File: src/rtl/timer_pkg.sv
// Register map offsets, control-bit layout and the per-channel control struct
// shared by the timer bank and its channels.
package timer_pkg;

  localparam logic [1:0] REG_LOAD   = 2'd0;
  localparam logic [1:0] REG_CTRL   = 2'd1;
  localparam logic [1:0] REG_STATUS = 2'd2;
  localparam logic [1:0] REG_COUNT  = 2'd3;

  localparam int CTRL_EN_BIT       = 0;
  localparam int CTRL_PERIODIC_BIT = 1;
  localparam int CTRL_IRQ_EN_BIT   = 2;

  typedef struct packed {
    logic irq_en;
    logic periodic;
    logic en;
  } ctrl_t;

  function automatic ctrl_t ctrl_unpack(input logic [2:0] w);
    ctrl_t c;
    c.en       = w[CTRL_EN_BIT];
    c.periodic = w[CTRL_PERIODIC_BIT];
    c.irq_en   = w[CTRL_IRQ_EN_BIT];
    return c;
  endfunction

endpackage

File: src/rtl/timer_channel.sv
// One down-counting timer channel: reload register, control bits, counter and
// sticky expiry flag, advanced by the shared prescaler tick.
module timer_channel
  import timer_pkg::*;
#(
  parameter int CNT_W  = 32,
  parameter int DATA_W = 32
) (
  input  logic              clk,
  input  logic              rst,
  input  logic              tick_i,
  input  logic              wr_load_i,
  input  logic              wr_ctrl_i,
  input  logic              wr_status_i,
  input  logic [DATA_W-1:0] wr_data_i,
  output logic [CNT_W-1:0]  count_o,
  output logic [CNT_W-1:0]  load_o,
  output ctrl_t             ctrl_o,
  output logic              expired_o
);

  logic [CNT_W-1:0] count_q, count_d;
  logic [CNT_W-1:0] load_q, load_d;
  ctrl_t            ctrl_q, ctrl_d;
  logic             expired_q, expired_d;

  // Only the low bits of the bus matter to a channel.
  logic unused_wr_data;
  assign unused_wr_data = ^wr_data_i;

  always_comb begin
    load_d    = load_q;
    ctrl_d    = ctrl_q;
    count_d   = count_q;
    expired_d = expired_q;

    if (wr_load_i)                   load_d    = wr_data_i[CNT_W-1:0];
    if (wr_status_i && wr_data_i[0]) expired_d = 1'b0;
    if (wr_ctrl_i)                   ctrl_d    = ctrl_unpack(wr_data_i[2:0]);

    // A fresh enable reloads from the previously registered LOAD and
    // suppresses this cycle's tick; expiry is applied after W1C so set wins.
    if (wr_ctrl_i && ctrl_d.en && !ctrl_q.en) begin
      count_d = load_q;
    end else if (ctrl_q.en && ctrl_d.en && tick_i) begin
      if (count_q != '0) begin
        count_d = count_q - CNT_W'(1);
      end else begin
        expired_d = 1'b1;
        if (ctrl_d.periodic) count_d = load_q;
        else                 ctrl_d.en = 1'b0;
      end
    end
  end

  always_ff @(posedge clk or negedge rst) begin
    if (!rst) begin
      count_q   <= '0;
      load_q    <= '0;
      ctrl_q    <= '0;
      expired_q <= 1'b0;
    end else begin
      count_q   <= count_d;
      load_q    <= load_d;
      ctrl_q    <= ctrl_d;
      expired_q <= expired_d;
    end
  end

  assign count_o   = count_q;
  assign load_o    = load_q;
  assign ctrl_o    = ctrl_q;
  assign expired_o = expired_q;

endmodule

File: src/rtl/timer_bank.sv
// Bank of NUM_CH timer channels behind a register read/write port, with a
// shared prescaler and a registered combined interrupt.
module timer_bank
  import timer_pkg::*;
#(
  parameter int  NUM_CH = 4,
  parameter int  CNT_W  = 32,
  parameter int  PRESC  = 0,
  parameter int  DATA_W = 32,
  localparam int AW     = $clog2(NUM_CH) + 2,
  localparam int PW     = (PRESC > 0) ? $clog2(PRESC + 1) : 1
) (
  input  logic              clk,
  input  logic              rst,
  input  logic              wr_en,
  input  logic [AW-1:0]     wr_addr,
  input  logic [DATA_W-1:0] wr_data,
  input  logic              rd_req,
  input  logic [AW-1:0]     rd_addr,
  output logic              rd_valid,
  output logic [DATA_W-1:0] rd_data,
  output logic [NUM_CH-1:0] timer_is_high,
  output logic              irq
);

  logic [PW-1:0]     presc_q, presc_d;
  logic              tick;
  logic [AW-1:0]     wr_ch, rd_ch;
  logic [CNT_W-1:0]  count [NUM_CH];
  logic [CNT_W-1:0]  load  [NUM_CH];
  ctrl_t             ctrl  [NUM_CH];
  logic [NUM_CH-1:0] expired, irq_src;
  logic [DATA_W-1:0] rd_word;
  logic [DATA_W-1:0] rd_data_q, rd_data_d;
  logic              rd_valid_q, irq_q;

  assign tick    = (presc_q == PW'(PRESC));
  assign presc_d = tick ? '0 : presc_q + PW'(1);

  // Channel field sits above the 2-bit register offset; out-of-range
  // channels simply match no instance.
  assign wr_ch = wr_addr >> 2;
  assign rd_ch = rd_addr >> 2;

  for (genvar c = 0; c < NUM_CH; c++) begin : g_ch
    logic sel;
    assign sel = wr_en && (wr_ch == AW'(c));

    timer_channel #(
      .CNT_W (CNT_W),
      .DATA_W(DATA_W)
    ) u_chan (
      .clk        (clk),
      .rst        (rst),
      .tick_i     (tick),
      .wr_load_i  (sel && (wr_addr[1:0] == REG_LOAD)),
      .wr_ctrl_i  (sel && (wr_addr[1:0] == REG_CTRL)),
      .wr_status_i(sel && (wr_addr[1:0] == REG_STATUS)),
      .wr_data_i  (wr_data),
      .count_o    (count[c]),
      .load_o     (load[c]),
      .ctrl_o     (ctrl[c]),
      .expired_o  (expired[c])
    );

    assign irq_src[c] = expired[c] & ctrl[c].irq_en;
  end

  always_comb begin
    rd_word = '0;
    for (int ch = 0; ch < NUM_CH; ch++) begin
      if (rd_ch == AW'(ch)) begin
        case (rd_addr[1:0])
          REG_LOAD:   rd_word = DATA_W'(load[ch]);
          REG_CTRL:   rd_word = DATA_W'(ctrl[ch]);
          REG_STATUS: rd_word = DATA_W'(expired[ch]);
          default:    rd_word = DATA_W'(count[ch]);
        endcase
      end
    end
  end

  assign rd_data_d = rd_req ? rd_word : rd_data_q;

  always_ff @(posedge clk or negedge rst) begin
    if (!rst) begin
      presc_q    <= '0;
      rd_valid_q <= 1'b0;
      rd_data_q  <= '0;
      irq_q      <= 1'b0;
    end else begin
      presc_q    <= presc_d;
      rd_valid_q <= rd_req;
      rd_data_q  <= rd_data_d;
      irq_q      <= |irq_src;
    end
  end

  assign rd_valid      = rd_valid_q;
  assign rd_data       = rd_data_q;
  assign timer_is_high = expired;
  assign irq           = irq_q;

endmodule

File: config.mk
export PLATFORM = sky130hd
export DESIGN_NAME = timer_bank
export DESIGN_NICKNAME = d
export VERILOG_FILES = /design/src/rtl/timer_pkg.sv /design/src/rtl/timer_channel.sv /design/src/rtl/timer_bank.sv
export SDC_FILE = /design/constraint.sdc
export NUM_CORES = 1
export LEC_CHECK = 0
export ABC_AREA = 0
export BUFFER_PORTS_ARGS = -buffer_cell sky130_fd_sc_hd__buf_2
export CORE_MARGIN = 5
export CORE_UTILIZATION = 45
export CTS_CLUSTER_DIAMETER = 100
export DETAILED_ROUTE_END_ITERATION = 6
export MAX_ROUTING_LAYER = met4
export SLEW_MARGIN = 30
export SYNTH_ARGS = -nofsm -noshare
export SYNTH_HDL_FRONTEND = slang
export SYNTH_SLANG_ARGS = --single-unit
File: constraint.sdc
create_clock -name clk -period 3.3 [get_ports clk]
set_clock_uncertainty 0.05 [all_clocks]
set_input_delay 0.33 -clock clk [delete_from_list [all_inputs] [get_ports clk]]
set_output_delay 0.33 -clock clk [all_outputs]
set_load 0.01 [all_outputs]
==> reports/qor.txt <==
Min-Delay Path Depth - 2
Most common cell in the netlist - dfrtp_1
Synth async-reset ratio - 100.0%
DIE AREA - 0.04305 mm²
Worst hold path startpoint - wr_data[3]
Final WL - 62.34 mm
Setup violators final - 0
Drt drc - 0
Area leader, netlist - dfrtp_1
Antenna-violating nets left - 0
Slew @ Worst Pin - 0.9835 ns
Worst Setup End Kind - flip-flop
WS Path Type - reg -> reg
R2r endpoint - g_ch[1].u_chan.count_o[25]
Sequential area share after synthesis - 43.63%
DIE WIDTH - 207.5 µm
Final hold viol count - 0
Post-Syn Area - 0.01755 mm²
Clk root buf - clkbuf_16
Area contributors post-synth - dfrtp_1 44%, mux2_2 8.5%, mux2i_1 5.8%
Top cell type's share of synthesized area - 43.63%
Clk_lat worst skew - 0.54 ns
Synth Instances - 1827
Initial detailed-routing violation count - 1602
Layout Nets - 1924
Worst setup SP type - flip-flop
Num CTS Buffers - 37
Reg2reg path depth - 10
Io pins - 82
H-tree levels - 2
Layout cells sized above 1 - 20.32%
Relative slew slack - 33.83%
CP Data Required Time - 3.70 ns
All-Layer GR Usage - 29.00%
Fin crit share - 89.43%
Fillers - 3507
PortBufs - 81
Post-synthesis register bit count - 306
Hpwl dp - 44.45 mm
First-pass GRT wire length - 95.47 mm
Highest fanout seen on the critical path - 18
Top FF cell, synth - dfrtp_1
Wire per inst - 25.78 µm
Core ar. - 0.03865 mm²
Status - complete, no violations
Setup TNS - 0 ns
Mapped Avg Cell Area - 9.607 µm²
Antenna violations before repair - 0
Initial Util - 45.42%
Unrepaired setup endpoints after global routing - false
Gr ovfl total - 0
Vias in the first global route - 14.97k
Worst Hold Class - in -> reg
Fin crit period - 2.951 ns
Layout area overhead - 13.29%
FF-to-FF setup slack - 0.35 ns
VDD IR-drop max - 0.4090 mV
Post-CTS Setup Inserts - 0
CTS tree - done
Synth unique cells - 78
N_diodes - 0
Max_cap viols - 0
FMAX - 338.8 MHz
CTS sink cnt - 306
Routability cong. - 0.9700
Clock slew at reported path FFs - 0.06 ns
Post-Syn Nets - 1879
Final core utilization - 51.45%
DR vias - 15.60k
Vias per cell - 6.451
Max-slew violation count - 0
First-pass DRT Iterations - 7
WHS Endpoint - g_ch[1].u_chan.load_o[3]
Synthesis Warnings - 0
Leakage power - 8.828 nW
Cell row count - 72
Power per cell area - 677.7 mW/mm²
Post-synth EDFFs - 0
Die Height - 207.5 µm
CTS Buffer Depth - 3
Post-synth top cells - 306 x dfrtp_1, 157 x o21ai_0, 134 x a21oi_1, 132 x mux2_2, 132 x nand2_1
Reg-to-Reg Start - g_ch[1].u_chan.count_o[0]
Largest net degree at the start of global routing - 98
Data arrival time of the worst path - 3.35 ns
Final hold slack - 0.03015 ns
per-layer routing:
metal  vias up  share of wire, %  track usage [%]
li1       6933                 -                -
met1      7794                43            40.23
met2       730                46            44.04
met3       142               7.1            3.959
met4         0               4.4            10.15
met5         -                 0                -
stage by stage:
stage                     std cells  setup WS (ns)  instance area, µm²  power, mW
final                          2418         0.3488               19890      13.48
after global routing           2418         0.1725               19890      14.14
after CTS                      2418         0.2718               19890      13.45
after detailed placement       2350         0.2586               18650      9.290
after global placement         2348         0.3650               18600      9.217
after floorplan                1827         0.7603               17550      7.847
registers in the layout, summed over array words and instances (netlist names):
signal                 count
g_ch.u_chan.count_o      128
g_ch.u_chan.ctrl_o        12
g_ch.u_chan.expired_o      4
g_ch.u_chan.load_o       128
irq                        1
rd_data                   32
rd_valid                   1
layout by cell type, fill, tap and decap left out, drive strengths merged, types with 42 or more instances in the layout:
master / instances
a21oi: 135
nor2: 81
nand2: 132
clkbuf: 53
nor3: 83
o2bb2ai: 46
mux2: 132
o22ai: 71
dfrtp: 306
o21ai: 160
nand3: 42
a22oi: 46
mux2i: 102
inv: 72
buf: 149
critical path, cell delays in order (launching register included):
cell and delay (ns):
dfrtp_1 0.39, inv_1 0.13, ha_1 0.25, or4b_2 0.60
nor4_1 0.18, and4b_1 0.35, buf_4 0.22, nor2_4 0.13
buf_16 0.22, mux2i_1 0.12, o2bb2ai_1 0.21
kinds of logic (layout without fill, tap and decap cells):
family,count (synthesis),in the layout,share of synthesized area [%]
AOI/OAI and AO/OA,558,558,20.22
muxes,247,247,15.95
buffers and inverters,216,289,5.282
and+or+nand+nor,492,492,14.35
adders and majority gates,8,8,0.5703
DFF,306,306,43.63
power by group:
part           internal [mW]  switching (mW)
clock network           2.47            1.68
logic                   1.44            1.96
registers               4.66            1.25
total                   8.58            4.90
how the worst max path moves through the flow:
stage                               start                          to  slack, ns
2_1_floorplan  g_ch[3].u_chan.count_o[27]  g_ch[3].u_chan.count_o[13]       0.76
3_3_place_gp    g_ch[1].u_chan.count_o[0]   g_ch[1].u_chan.count_o[0]       0.36
3_5_place_dp    g_ch[1].u_chan.count_o[0]   g_ch[1].u_chan.count_o[2]       0.26
4_1_cts         g_ch[1].u_chan.count_o[0]   g_ch[1].u_chan.count_o[2]       0.27
5_1_grt         g_ch[3].u_chan.count_o[8]  g_ch[3].u_chan.count_o[24]       0.17
6_report        g_ch[1].u_chan.count_o[0]  g_ch[1].u_chan.count_o[25]       0.35
final cells by class:
type	instances	area (µm²)	share of cell area, %
clock inverters	14	123.9	0.6229
well taps	518	648.1	3.259
clock buffers	53	1099	5.524
multi-input cells	1305	9009	45.30
inverters	72	270.3	1.359
flip-flops and latches	306	7657	38.51
repair buffers	150	1079	5.424
repair_timing:
item                                   CTS  global route
gates resized for setup                  0             0
endpoints found under the hold margin   53             0
hold buffers                             1             0
Power figures use the tool's default switching activity.
